==> src/rtl/audio_pkg.sv <==
// Shared types and defaults for the audio path: song ROM, scheduler and tone generator.
package audio_pkg;

    localparam int unsigned NOTE_W_DEF   = 5;
    localparam int unsigned TICK_DIV_DEF = 12500000;
    localparam int unsigned SFX_LEN_W    = 3;

    typedef logic [NOTE_W_DEF-1:0] note_t;

    localparam note_t NOTE_REST = '0;

    typedef enum logic [1:0] {
        IDLE = 2'd0,
        BGM  = 2'd1,
        SFX  = 2'd2
    } state_t;

endpackage

==> src/rtl/audio_tick_gen.sv <==
// Note-step tick: counts 0..TICK_DIV-1 and flags the last count; a synchronous clear holds it at 0.
module audio_tick_gen
    import audio_pkg::*;
#(
    parameter int unsigned TICK_DIV = TICK_DIV_DEF
) (
    input  logic clk,
    input  logic rst_n,
    input  logic i_clear,
    output logic o_tick_c
);

    localparam int unsigned CNT_W = $clog2(TICK_DIV);
    localparam logic [CNT_W-1:0] CNT_LAST = CNT_W'(TICK_DIV - 1);

    logic [CNT_W-1:0] r_cnt;
    logic             w_last;

    assign w_last   = (r_cnt == CNT_LAST);
    assign o_tick_c = w_last && !i_clear;

    always_ff @(posedge clk or negedge rst_n) begin
        if (!rst_n) begin
            r_cnt <= '0;
        end else if (i_clear || w_last) begin
            r_cnt <= '0;
        end else begin
            r_cnt <= r_cnt + CNT_W'(1);
        end
    end

endmodule

==> src/rtl/audio_scheduler.sv <==
// Arbitrates the tone generator between background music and one-shot sound effects,
// advancing the song on every note-step tick while either source is playing.
module audio_scheduler
    import audio_pkg::*;
#(
    parameter int unsigned TICK_DIV = TICK_DIV_DEF,
    parameter int unsigned NOTE_W   = NOTE_W_DEF
) (
    input  logic                 clk,
    input  logic                 rst_n,
    input  logic                 enable,
    input  logic [NOTE_W-1:0]    bgm_note,
    output logic                 bgm_adv,
    input  logic                 sfx_req,
    input  logic [NOTE_W-1:0]    sfx_note,
    input  logic [SFX_LEN_W-1:0] sfx_len,
    output logic                 sfx_ack,
    output logic [NOTE_W-1:0]    tone_note,
    output logic                 tone_mute,
    output logic                 tone_load,
    output logic                 src_sfx
);

    state_t               r_state;
    state_t               w_state_nxt;
    logic [NOTE_W-1:0]    r_tone_note;
    logic [NOTE_W-1:0]    w_note_nxt;
    logic [SFX_LEN_W-1:0] r_rem;
    logic [SFX_LEN_W-1:0] w_rem_nxt;
    logic [SFX_LEN_W-1:0] w_sfx_len_eff;
    logic                 w_adv_nxt;
    logic                 r_bgm_adv;
    logic                 r_tone_mute;
    logic                 r_tone_load;
    logic                 r_src_sfx;
    logic                 w_tick;
    logic                 w_tick_clr;
    logic                 w_accept;

    // Tick time only runs while a source is playing.
    assign w_tick_clr = (r_state == IDLE) || !enable;

    audio_tick_gen #(
        .TICK_DIV (TICK_DIV)
    ) u_tick_gen (
        .clk      (clk),
        .rst_n    (rst_n),
        .i_clear  (w_tick_clr),
        .o_tick_c (w_tick)
    );

    assign w_accept      = enable && sfx_req && (r_state != IDLE);
    assign w_sfx_len_eff = (sfx_len == '0) ? SFX_LEN_W'(1) : sfx_len;

    // FSM state register and registered outputs.
    always_ff @(posedge clk or negedge rst_n) begin
        if (!rst_n) begin
            r_state     <= IDLE;
            r_tone_note <= '0;
            r_rem       <= '0;
            r_bgm_adv   <= 1'b0;
            r_tone_load <= 1'b0;
            r_tone_mute <= 1'b1;
            r_src_sfx   <= 1'b0;
        end else begin
            r_state     <= w_state_nxt;
            r_tone_note <= w_note_nxt;
            r_rem       <= w_rem_nxt;
            r_bgm_adv   <= w_adv_nxt;
            r_tone_load <= (w_note_nxt != r_tone_note);
            r_tone_mute <= (w_state_nxt == IDLE) || (w_note_nxt == NOTE_W'(NOTE_REST));
            r_src_sfx   <= (w_state_nxt == SFX);
        end
    end

    // Next-state, note mux and remaining-tick bookkeeping; a new request always wins.
    always_comb begin
        w_state_nxt = r_state;
        w_note_nxt  = r_tone_note;
        w_rem_nxt   = r_rem;
        w_adv_nxt   = 1'b0;

        if (!enable) begin
            w_state_nxt = IDLE;
            w_rem_nxt   = '0;
        end else begin
            unique case (r_state)
                IDLE: begin
                    w_state_nxt = BGM;
                    w_note_nxt  = bgm_note;
                    w_adv_nxt   = 1'b1;
                end
                BGM: begin
                    if (w_tick) begin
                        w_adv_nxt  = 1'b1;
                        w_note_nxt = bgm_note;
                    end
                    if (w_accept) begin
                        w_state_nxt = SFX;
                        w_note_nxt  = sfx_note;
                        w_rem_nxt   = w_sfx_len_eff;
                    end
                end
                SFX: begin
                    if (w_tick) begin
                        w_adv_nxt = 1'b1;
                        if (r_rem <= SFX_LEN_W'(1)) begin
                            w_state_nxt = BGM;
                            w_note_nxt  = bgm_note;
                            w_rem_nxt   = '0;
                        end else begin
                            w_rem_nxt = r_rem - SFX_LEN_W'(1);
                        end
                    end
                    if (w_accept) begin
                        w_state_nxt = SFX;
                        w_note_nxt  = sfx_note;
                        w_rem_nxt   = w_sfx_len_eff;
                    end
                end
                default: begin
                    w_state_nxt = IDLE;
                    w_rem_nxt   = '0;
                end
            endcase
        end
    end

    assign sfx_ack   = w_accept;
    assign bgm_adv   = r_bgm_adv;
    assign tone_note = r_tone_note;
    assign tone_mute = r_tone_mute;
    assign tone_load = r_tone_load;
    assign src_sfx   = r_src_sfx;

endmodule

==> config.mk <==
export PLATFORM = sky130hd
export DESIGN_NAME = audio_scheduler
export DESIGN_NICKNAME = d
export VERILOG_FILES = /design/src/rtl/audio_pkg.sv /design/src/rtl/audio_tick_gen.sv /design/src/rtl/audio_scheduler.sv
export SDC_FILE = /design/constraint.sdc
export NUM_CORES = 1
export LEC_CHECK = 0
export BUFFER_PORTS_ARGS = -buffer_cell sky130_fd_sc_hd__buf_4
export CORE_AREA = 2 2 60 90
export DETAILED_ROUTE_END_ITERATION = 16
export DIE_AREA = 0 0 62 92
export PLACE_DENSITY = 0.68
export SKIP_CTS_REPAIR_TIMING = 1
export SLEW_MARGIN = 0
export SYNTH_ARGS = -nofsm -noshare
export SYNTH_HDL_FRONTEND = slang
export SYNTH_SLANG_ARGS = --single-unit
==> constraint.sdc <==
create_clock -name clk -period 5.7 [get_ports clk]
set_input_delay 0.57 -clock clk [delete_from_list [all_inputs] [get_ports clk]]
set_output_delay 0.57 -clock clk [all_outputs]
set_load 0.01 [all_outputs]
==> summary.md, run 1 <==
| Metric | Value |
|---|---|
| Outcome | finished, final reports clean |
| Worst setup EP type | flop |
| Final instance area | between 2000 and 3000 um2 |
| Initial Utilization | 0.4745 |
| Max_slew headroom | 0.5422 |
| Clock power share | 0.328 |
| Logic pwr share | 0.178 |
| Tcrit/Tclk final | 0.4813 |
| I/O Pins | 27 |
| Initial antenna violation count | 0 |
| Clk sinks | 38 |
| DP HPWL | 3915 um |
| Mapped Nets | 287 |
| N_diodes | 0 |
| DRC errors left | 0 |
| Peak supply drop | 0.0001578 V |
| Worst setup SP type | flop |
| GPL Wtd Cong | ~0.97 |
| Distinct cells, synth | 61 |
| Syn avg cell area | around 9 um2 |
| Die H | 92 um |
| Final number of setup-violating endpoints | 0 |
| Wirelength, routed | 5262 um |
| Vias in the first global route | 1,935 |
| Fmax | between 0.3 and 0.4 GHz |
| RSZ-0062 raised after global routing | false |
| Post-Syn Instances | 263 |
| Critical Path AT | around 3000 ps |
| FFs w/ async S/R, synth | 1.000 |
| Reg power frac | 0.494 |
| Clock latency on the worst-skew pair | 290 ps |
| MaxCap Viol Count | 0 |
| Avg WL per Cell | roughly 15 um |
| Drt pass-1 iters | 4 |
| Clk_skew | 8.988 ps |
| Area Overhead vs Synth | 13.70% |
| Clock Path Buffers | 2 |
| HP Class | in -> async |
| Gr usage total | 0.1993 |
| Clk slew on worst S/H paths | 80 ps |
| Setup TNS | 0 ps |
| Critical path fanouts, max | 9 |
| Synth Cell Area | between 2000 and 2500 um2 |
| Final hold vios | 0 |
| Max Slew Vio Count | 0 |
| Required @ worst endpoint | 5910 ps |
| Via count | 1,997 |
| Synth Flop Type | dfrtp_1 |
| Congestion Overflow GR | 0 |
| CP top delay family | simple AND/OR/NAND/NOR gates |
| Sequential cell area fraction in the yosys report | 0.4009 |
| CP max stage cell | dfrtp_1 |
| Die Wd | 62 um |
| First-pass GRT wire length | 8611 um |
| CTS tree | built |
| I/O Buffers | 26 |
| DP Worst Slack | 3022 ps |
| Nets | 312 |
| Largest net degree at the start of global routing | 39 |
| Post-DRT Antenna Nets | 0 |
| Fraction of power spent switching nets | 0.2822 |
| Total internal power | 0.4227 mW |
| Ys Warns | 0 |
| Worst-margin pin slew | between 600 and 700 ps |
| CP cell instances | inv_1, ha_1, nand2b_4, or3_4, nor3_2, a211oi_1, o21ai_0, o221ai_1, o32ai_2 |
| FP Rows | 32 |
| Pwr/cell area | ~220 nW/um2 |
| CTS buffer count | 5 |
| Tmin final | 2743 ps |
| P_leak | ~1.1 nW |
| Net Switching | 0.1662 mW |
| Kind of critical path | reg -> reg |
| Power Total | 0.5890 mW |
| Die Footprint | 5704 um2 |
| CP max stage delay | 420 ps |
| Share of layout cells above drive strength 1 | 0.1696 |
| H-tree lvl count | 2 |
| Fin worst setup slack | around 3000 ps |
| CP bufs+invs | 1 |
| Yosys reg bits | 38 |
| Fillers | 473 |
| Post-DP Area | 2609 um2 |
| Initial DRC Count | 143 |
| Root buf cell | clkbuf_8 |
| Vias per cell | approximately 5.6 |
| EDFF count, synth | 0 |
| Area of the core | between 5000 and 6000 um2 |
-- power groups by stage --
stage | registers, mW | clock network, mW | logic, mW
after detailed placement | 0.296 | 0 | 0.105
after global placement | 0.296 | 0 | 0.105
final | 0.291 | 0.193 | 0.105
after floorplan | 0.297 | 0 | 0.0609
after CTS | 0.291 | 0.198 | 0.105
after global routing | 0.292 | 0.210 | 0.117
-- cell usage in the layout (no fill, tap or decap), types with 2 or more instances in the layout --
cell type	n
a22oi_1	3
xor2_1	14
o31ai_1	2
xnor2_1	6
a221oi_1	2
nand2_1	22
nand3_1	10
nor2b_1	5
nor3_1	5
o22ai_1	3
ha_1	7
and3_1	4
or3_1	3
nor3b_1	2
a21oi_1	12
nor2_1	39
o21ai_0	18
a211oi_1	2
dfrtp_1	37
a221o_1	2
a31oi_1	2
nand2b_1	3
nand4_1	5
buf_4	26
o2bb2ai_1	2
mux2i_1	3
inv_1	9
clkbuf_8	6
and4_1	2
-- area by class of cell --
class	instances	area, um2	share of cell area
Sequential cell	38	952.2	0.3526
Multi-Input combinational cell	207	1339	0.4958
Inverter	10	37.54	0.01390
Clock inverter	1	5.005	0.001854
Tap cell	68	85.08	0.03151
Timing Repair Buffer	26	195.2	0.07229
Clock buffer	7	86.33	0.03197
-- synth_stat cells (2+ instances only) --
cell	instances	area share
a211oi_1	2	0.0063
a21oi_1	12	0.025
a221o_1	2	0.0084
a221oi_1	2	0.0074
a22oi_1	3	0.0095
a31oi_1	2	0.0053
and3_1	4	0.011
and4_1	2	0.0074
buf_6	2	0.0095
clkbuf_1	5	0.0079
dfrtp_1	37	0.39
ha_1	7	0.037
inv_1	9	0.014
mux2i_1	3	0.013
nand2_1	22	0.035
nand2b_1	3	0.0079
nand3_1	10	0.021
nand4_1	5	0.013
nor2_1	39	0.062
nor2b_1	5	0.013
nor3_1	5	0.011
nor3b_1	2	0.0063
o21ai_0	18	0.038
o22ai_1	3	0.0079
o2bb2ai_1	2	0.0074
o31ai_1	2	0.0063
or3_1	3	0.0079
xnor2_1	6	0.022
xor2_1	14	0.052
-- metal layers --
layer / track usage / wire length [um]
met5: 0 / 0
met4: 0.07624 / 77
met3: 0.03244 / 230
met2: 0.3550 / 2770
met1: 0.2232 / 2183
-- per-stage QoR --
| stage | util | hold slack, ps | std cells |
|---|---|---|---|
| global placement | 0.5213 | 483.4 | 349 |
| floorplan | - | 274.4 | 263 |
| detailed placement | 0.5213 | 492.6 | 349 |
| finish | 0.5395 | 236.8 | 357 |
| global route | 0.5395 | 281.4 | 357 |
| CTS | 0.5395 | 258.8 | 357 |
-- cells by family after synthesis --
family / count (synthesis) / share of synthesized area
AOI/OAI and AO/OA: 60 / 0.1707
xor gates and xnor gates: 20 / 0.07376
adders and majority gates: 7 / 0.03688
buffers and inverters: 18 / 0.03530
DFF: 38 / 0.4010
muxes: 3 / 0.01265
and+or+nand+nor: 117 / 0.2698
-- path summary, 6_finish.rpt --
kind,start,to,slack (ps),depth (start not counted)
worst max-delay path,r_state[0],tone_mute,2960,9
worst min-delay path,rst_n,r_rem[0],240,1
worst max register to register,r_state[0],tone_mute,2960,9
worst min register to register,u_tick_gen.r_cnt[0],u_tick_gen.r_cnt[0],490,1
max in group asynchronous,rst_n,tone_mute,5100,1
min in group clk,u_tick_gen.r_cnt[0],u_tick_gen.r_cnt[0],490,1
-- worst reg2reg max path: cells and delay by family, from the launching register on --
kind	cells	cell delay, ps
fa+ha+maj	1	320
compound gates	4	880
simple gates	3	960
flops	1	420
buf+inv	1	80
-- flip-flops by register name, indices dropped and copies added, names as in the netlist --
register	flops
r_rem	3
src_sfx	1
tone_mute	1
u_tick_gen.r_cnt	24
tone_note	5
r_state	2
bgm_adv	1
tone_load	1
(Power assumes the default switching activity.)
==> run 2, diff against run 1 <==
Settings changed: ABC_AREA set to 1, CORE_AREA 2 2 60 90 to 2 2 61 91, DIE_AREA 0 0 62 92 to 0 0 63 93.
Clock period 5.7 ns to 2.82 ns, I/O delays scaled along.
==> run 2 against run 1 <==
Effect of this change:
- clock power rose by 100%
- critical endpoint unchanged
- first-iteration DRC count decreased by 37%
- critical path type unchanged
- sequential share of layout area is 1.8 points lower
==> summary.md, run 2 <==
| Metric | Value |
|---|---|
| Multi-input gate area | 1271 um2 |
| CP cell instances | inv_1, ha_1, nor2_4, nand2_1, inv_2, nor2_2, inv_1, nor2_1, a21oi_1, nand2_1, o21ai_1, nand2_1, nor2_1, nand2_1, nand2_1 |
| Wirelength, routed | 5816 um |
| Worst setup EP type | flop |
| Synth Cell Area | 2456 um2 |
| Root buf cell | clkbuf_8 |
| HP Class | in -> reg |
| CTS buffer count | 5 |
| DRC errors left | 0 |
| Outcome | finished, final reports clean |
| Critical path fanouts, max | 7 |
| Max_slew headroom | 0.6751 |
| Commonest cells in the netlist | nand2_1 (77), inv_1 (52), nor2_1 (41) |
| Clock latency on the worst-skew pair | 290 ps |
| Share of the synthesized area in the top cell type | 0.3770 |
| FFs w/ async S/R, synth | 1.000 |
| Mapped Nets | 369 |
| Largest net degree at the start of global routing | 39 |
| Die H | 93 um |
| Critical Path AT | 2440 ps |
| Max Slew Vio Count | 0 |
| Post-DRT Antenna Nets | 0 |
| Clock Path Buffers | 2 |
| Most flops, register | u_tick_gen.r_cnt |
| Via count | 2,313 |
| Share of layout cells above drive strength 1 | 0.1763 |
| Die Footprint | 5859 um2 |
| Pwr/cell area | 418.3 nW/um2 |
| Flop-to-flop setup slack | 610 ps |
| Area Overhead vs Synth | 15.69% |
| Final number of setup-violating endpoints | 0 |
| Crit path top cell by count | nand2_1 |
| Avg WL per Cell | 12.98 um |
| Die Wd | approximately 63 um |
| Clk slew on worst S/H paths | roughly 70 ps |
| Clk_skew | 5.483 ps |
| CP bufs+invs | 3 |
| Number of flip-flops in the largest register | 24 |
| Vias per cell | 5.163 |
| CP max stage delay | 380 ps |
| First-pass GRT wire length | between 10,000 and 15,000 um |
| EDFF count, synth | 0 |
| Final hold vios | 0 |
| Initial antenna violation count | 0 |
| Commonest non-fill, non-tap cell in the layout | nand2_1 |
| Clk sinks | 38 |
| I/O Pins | 27 |
| Nets | 403 |
| CTS tree | built |
| RSZ-0062 raised after global routing | false |
| Vias in the first global route | between 2,000 and 2,500 |
| Sequential cell area fraction in the yosys report | 0.3877 |
| Setup TNS | 0 ps |
| Largest cells by area after synthesis | dfrtp_1 (38%), nand2_1 (12%), inv_1 (7.9%) |
| Fin worst setup slack | a little over 600 ps |
| N_diodes | 0 |
| Yosys reg bits | 38 |
| H-tree lvl count | 2 |
| Worst setup SP type | flop |
| Ys Warns | 0 |
| Commonest non-fill, non-tap cells in the layout | nand2_1 (77), inv_1 (52), nor2_1 (41), dfrtp_1 (37) |
| P_leak | roughly 1.4 nW |
| Kind of critical path | reg -> reg |
| DP Worst Slack | 620.5 ps |
| Area of the core | 5085 um2 |
| Worst-margin pin slew | 487.4 ps |
| CP max stage cell | dfrtp_1 |
| Synth Flop Type | dfrtp_1 |
| Syn avg cell area | 7.119 um2 |
| Congestion Overflow GR | 0 |
| Initial Utilization | 0.4830 |
| CP top delay family | simple AND/OR/NAND/NOR gates |
| Fmax | 0.4534 GHz |
| Most area-hungry cell type in the Yosys netlist | dfrtp_1 |
| Fillers | 520 |
| Register area | 952.2 um2 |
| Required @ worst endpoint | 3050 ps |
| Distinct cells, synth | 33 |
| FP Rows | 32 |
| Gr usage total | 0.2225 |
| Initial DRC Count | 90 |
| MaxCap Viol Count | 0 |
| Count leader, synth | nand2_1 |
| DP HPWL | between 4000 and 5000 um |
| Post-Syn Instances | 345 |
| I/O Buffers | 26 |
| Drt pass-1 iters | 4 |
| GPL Wtd Cong | 0.9295 |
| Tmin final | ~2200 ps |
| Tcrit/Tclk final | 0.7821 |
| Peak supply drop | 0.0002281 V |
==> run 2: path summary, 6_finish.rpt <==
path	start	end	depth (start not counted)
max	r_state[0]	tone_mute	15
min	bgm_note[1]	tone_note[1]	5
max reg2reg	r_state[0]	tone_mute	15
min reg2reg	u_tick_gen.r_cnt[0]	u_tick_gen.r_cnt[0]	1
max in group asynchronous	rst_n	tone_mute	2
min in group asynchronous	rst_n	u_tick_gen.r_cnt[19]	2
==> run 2: through the flow <==
| step | area (um2) | instances | hold WS [ps] | power [mW] | utilization |
|---|---|---|---|---|---|
| 2_1_floorplan | 2456 | 345 | -13.59 | 0.7160 | - |
| 3_3_place_gp | 2740 | 439 | 283.6 | 0.8105 | 0.5389 |
| 3_5_place_dp | 2740 | 439 | 287.6 | 0.8118 | 0.5389 |
| 4_1_cts | 2831 | 447 | -32.25 | 1.209 | 0.5568 |
| 5_1_grt | 2841 | 448 | 384.8 | 1.253 | 0.5588 |
| 6_report | 2841 | 448 | 358.5 | 1.189 | 0.5588 |
==> run 2: per-layer routing <==
metal  GRT usage  wire, um  vias to the layer above
li1            -         -                     1163
met1      0.2304      2246                     1086
met2      0.4326      3216                       51
met3     0.02888       164                       13
met4      0.1056       188                        0
met5           0         0                        -
==> run 2: cells by family after synthesis <==
| kind of cell | share of synthesized area |
|---|---|
| and+or+nand+nor | 0.3658 |
| buffers and inverters | 0.09476 |
| AOI/OAI and AO/OA | 0.1090 |
| DFF | 0.3877 |
| adders and majority gates | 0.03566 |
| xor gates and xnor gates | 0.007133 |
==> run 2: final cells by class <==
class,instances,share of cell area
multi-input combinational,246,0.4474
sequential,38,0.3351
inverter,59,0.07794
timing repair buffer,29,0.07750
clock buffer,7,0.03038
tap,68,0.02994
clock inverter,1,0.001761
==> run 2: power by group <==
| part | internal [mW] | total [mW] | leakage (nW) | switching (mW) |
|---|---|---|---|---|
| clock network | 0.197 | 0.387 | 0.0482 | 0.190 |
| logic | 0.0839 | 0.215 | 0.885 | 0.131 |
| registers | 0.566 | 0.586 | 0.506 | 0.0201 |
| total | 0.848 | 1.19 | 1.44 | 0.341 |
==> run 2: worst register-to-register path, cell delays in order (launching register included) <==
cell,delay (ps)
dfrtp_1,380
inv_1,90
ha_1,300
nor2_4,200
nand2_1,170
inv_2,150
nor2_2,80
inv_1,80
nor2_1,40
a21oi_1,200
nand2_1,90
o21ai_1,100
nand2_1,70
nor2_1,90
nand2_1,50
nand2_1,70
==> run 3, diff against run 2 <==
Settings changed: ABC_AREA 1 to 0, CORE_AREA 2 2 61 91 to 2 2 60 90, DIE_AREA 0 0 63 93 to 0 0 62 92.
Clock period 2.82 ns to 2.05 ns, I/O delays scaled along.
==> run 3 against run 2 <==
Effect of this change:
- the run now ends with setup timing left
- core utilization is 15 points higher
- die area fell by 2.6%
- count of clock-buffer cells in the layout unchanged
- setup slack worse by 970 ps
- clock skew is 0.95 ps higher
- routed wire length is 19% higher
- design area is 24% higher
- power rose by 48%
- via count up 3.4%
- clock power increased by 35%
- global-route usage is 1.7 points higher
- maximum frequency decreased by 8.2%
- largest cell class unchanged
- largest power group unchanged
- highest routed layer unchanged
==> summary.md, run 3 (synthesis results as in run 1) <==
| Metric | Value |
|---|---|
| Critical R2R Launch | r_state[0] |
| Worst Reg-to-Reg Cells | 12 |
| I/O Buffers | 26 |
| Commonest non-fill, non-tap cells in the layout | buf_4 (102), nor2_1 (37), dfrtp_1 (37), nand2_1 (21), xor2_1 (13) |
| Vias per cell | 5.446 |
| Worst-margin pin slew | ~490 ps |
| Clock latency on the worst-skew pair | 280 ps |
| Highest Signal Layer | met4 |
| Area Overhead vs Synth | 48.52% |
| FP Rows | 32 |
| N_diodes | 0 |
| Fin worst setup slack | -351.7 ps |
| Clk slew on worst S/H paths | 70 ps |
| Max Slew Vio Count | 0 |
| Pwr/cell area | 497.3 nW/um2 |
| Setup TNS | -1897 ps |
| Avg WL per Cell | 15.78 um |
| Area of the core | 5005 um2 |
| Commonest non-fill, non-tap cell in the layout | buf_4 |
| Routed wl met3 | 230 um |
| Crit path capture | tone_mute |
| DRC errors left | 0 |
| Share of layout cells above drive strength 1 | 0.4340 |
| Critical Path AT | about 2600 ps |
| Initial antenna violation count | 0 |
| I/O Pins | 27 |
| Peak supply drop | 0.0004535 V |
| P_leak | 1.584 nW |
| Post-DRT Antenna Nets | 0 |
| Via count | 2,391 |
| Initial Utilization | 0.4745 |
| First-pass GRT wire length | slightly above 10,000 um |
| Reg2reg end | tone_mute |
| Worst setup SP type | flop |
| Post-Layout Cell Count | 439 |
| Startpoint of the worst hold path | enable |
| WHS | 223.9 ps |
| H-tree lvl count | 2 |
| Final hold vios | 0 |
| Placed insts | 421 |
| Flop-to-flop setup slack | -350 ps |
| Die Footprint | between 5000 and 6000 um2 |
| Clock Path Buffers | 2 |
| Most flops, register | u_tick_gen.r_cnt |
| GPL Wtd Cong | 0.8978 |
| Kind of critical path | reg -> reg |
| Required @ worst endpoint | 2260 ps |
| Critical path fanouts, max | 5 |
| Tmin final | 2402 ps |
| Congestion Overflow GR | 0 |
| Die H | 92 um |
| Clk sinks | 38 |
| Vias in the first global route | 2,367 |
| Die Wd | 62 um |
| CTS tree | built |
| DP HPWL | about 4800 um |
| MaxCap Viol Count | 0 |
| CTS buffer count | 5 |
| Max_slew headroom | 0.6701 |
| Met2 wire length | 3987 um |
| Worst Setup SP | r_state[0] |
| Final number of setup-violating endpoints | 13 |
| Fmax | 0.4164 GHz |
| Drt pass-1 iters | 4 |
| Worst setup EP type | flop |
| WL met1 | 2505 um |
| Tcrit/Tclk final | 1.172 |
| Violated checks | setup timing |
| Root buf cell | clkbuf_8 |
| Outcome | complete, but fails checks |
| HP Class | in -> reg |
| Clk_skew | 6.434 ps |
| Number of flip-flops in the largest register | 24 |
| Largest net degree at the start of global routing | 39 |
| Wirelength, routed | ~7000 um |
| Initial DRC Count | roughly 160 |
| RSZ-0062 raised after global routing | true |
| Nets | about 390 |
| Gr usage total | 0.2397 |
[run 3: cell type report]
cell class	instances	area (um2)
timing repair buffer	108	832.0
multi-input combinational	207	1529
clock inverter	1	5.005
tap	68	85.08
fill	378	1478
inverter	10	37.54
clock buffer	7	86.33
sequential	38	952.2
[run 3: worst max-delay path, cell delays in order (launching register included)]
cell,delay [ps]
dfrtp_1,360
inv_1,90
ha_4,170
nand2b_4,140
or3_4,410
nor3_4,290
buf_4,180
buf_4,110
o21ai_1,50
a21o_1,210
a21oi_2,120
buf_4,140
o32ai_2,70
[run 3: how the worst min path moves through the flow]
| stage | end | slack (ps) | cells after the start |
|---|---|---|---|
| after floorplan | bgm_adv | -90 | 0 |
| after global placement | r_rem[1] | 200 | 1 |
| after detailed placement | r_rem[0] | 200 | 1 |
| after CTS | r_rem[0] | -110 | 1 |
| after global routing | r_rem[1] | 230 | 2 |
| final | r_rem[1] | 220 | 2 |
[run 3: layer usage]
| metal | track usage | up-vias |
|---|---|---|
| met5 | 0 | - |
| met4 | 0.09397 | 0 |
| met3 | 0.04231 | 17 |
| met2 | 0.4366 | 63 |
| met1 | 0.2555 | 1160 |
| li1 | - | 1151 |
[run 3: metrics by stage]
stage	setup WS [ps]	total power, mW	area, um2	util
2_1_floorplan	-170.8	0.9978	2387	-
3_3_place_gp	-204.3	1.181	3162	0.6318
3_5_place_dp	-274.0	1.183	3162	0.6318
4_1_cts	-288.5	1.708	3253	0.6500
5_1_grt	-417.2	1.846	3527	0.7048
6_report	-351.7	1.754	3527	0.7048
[run 3: power breakdown]
| group | internal (mW) | switching, mW |
|---|---|---|
| Clock | 0.271 | 0.252 |
| Sequential | 0.779 | 0.0333 |
| Combinational | 0.206 | 0.213 |
| Total | 1.26 | 0.498 |
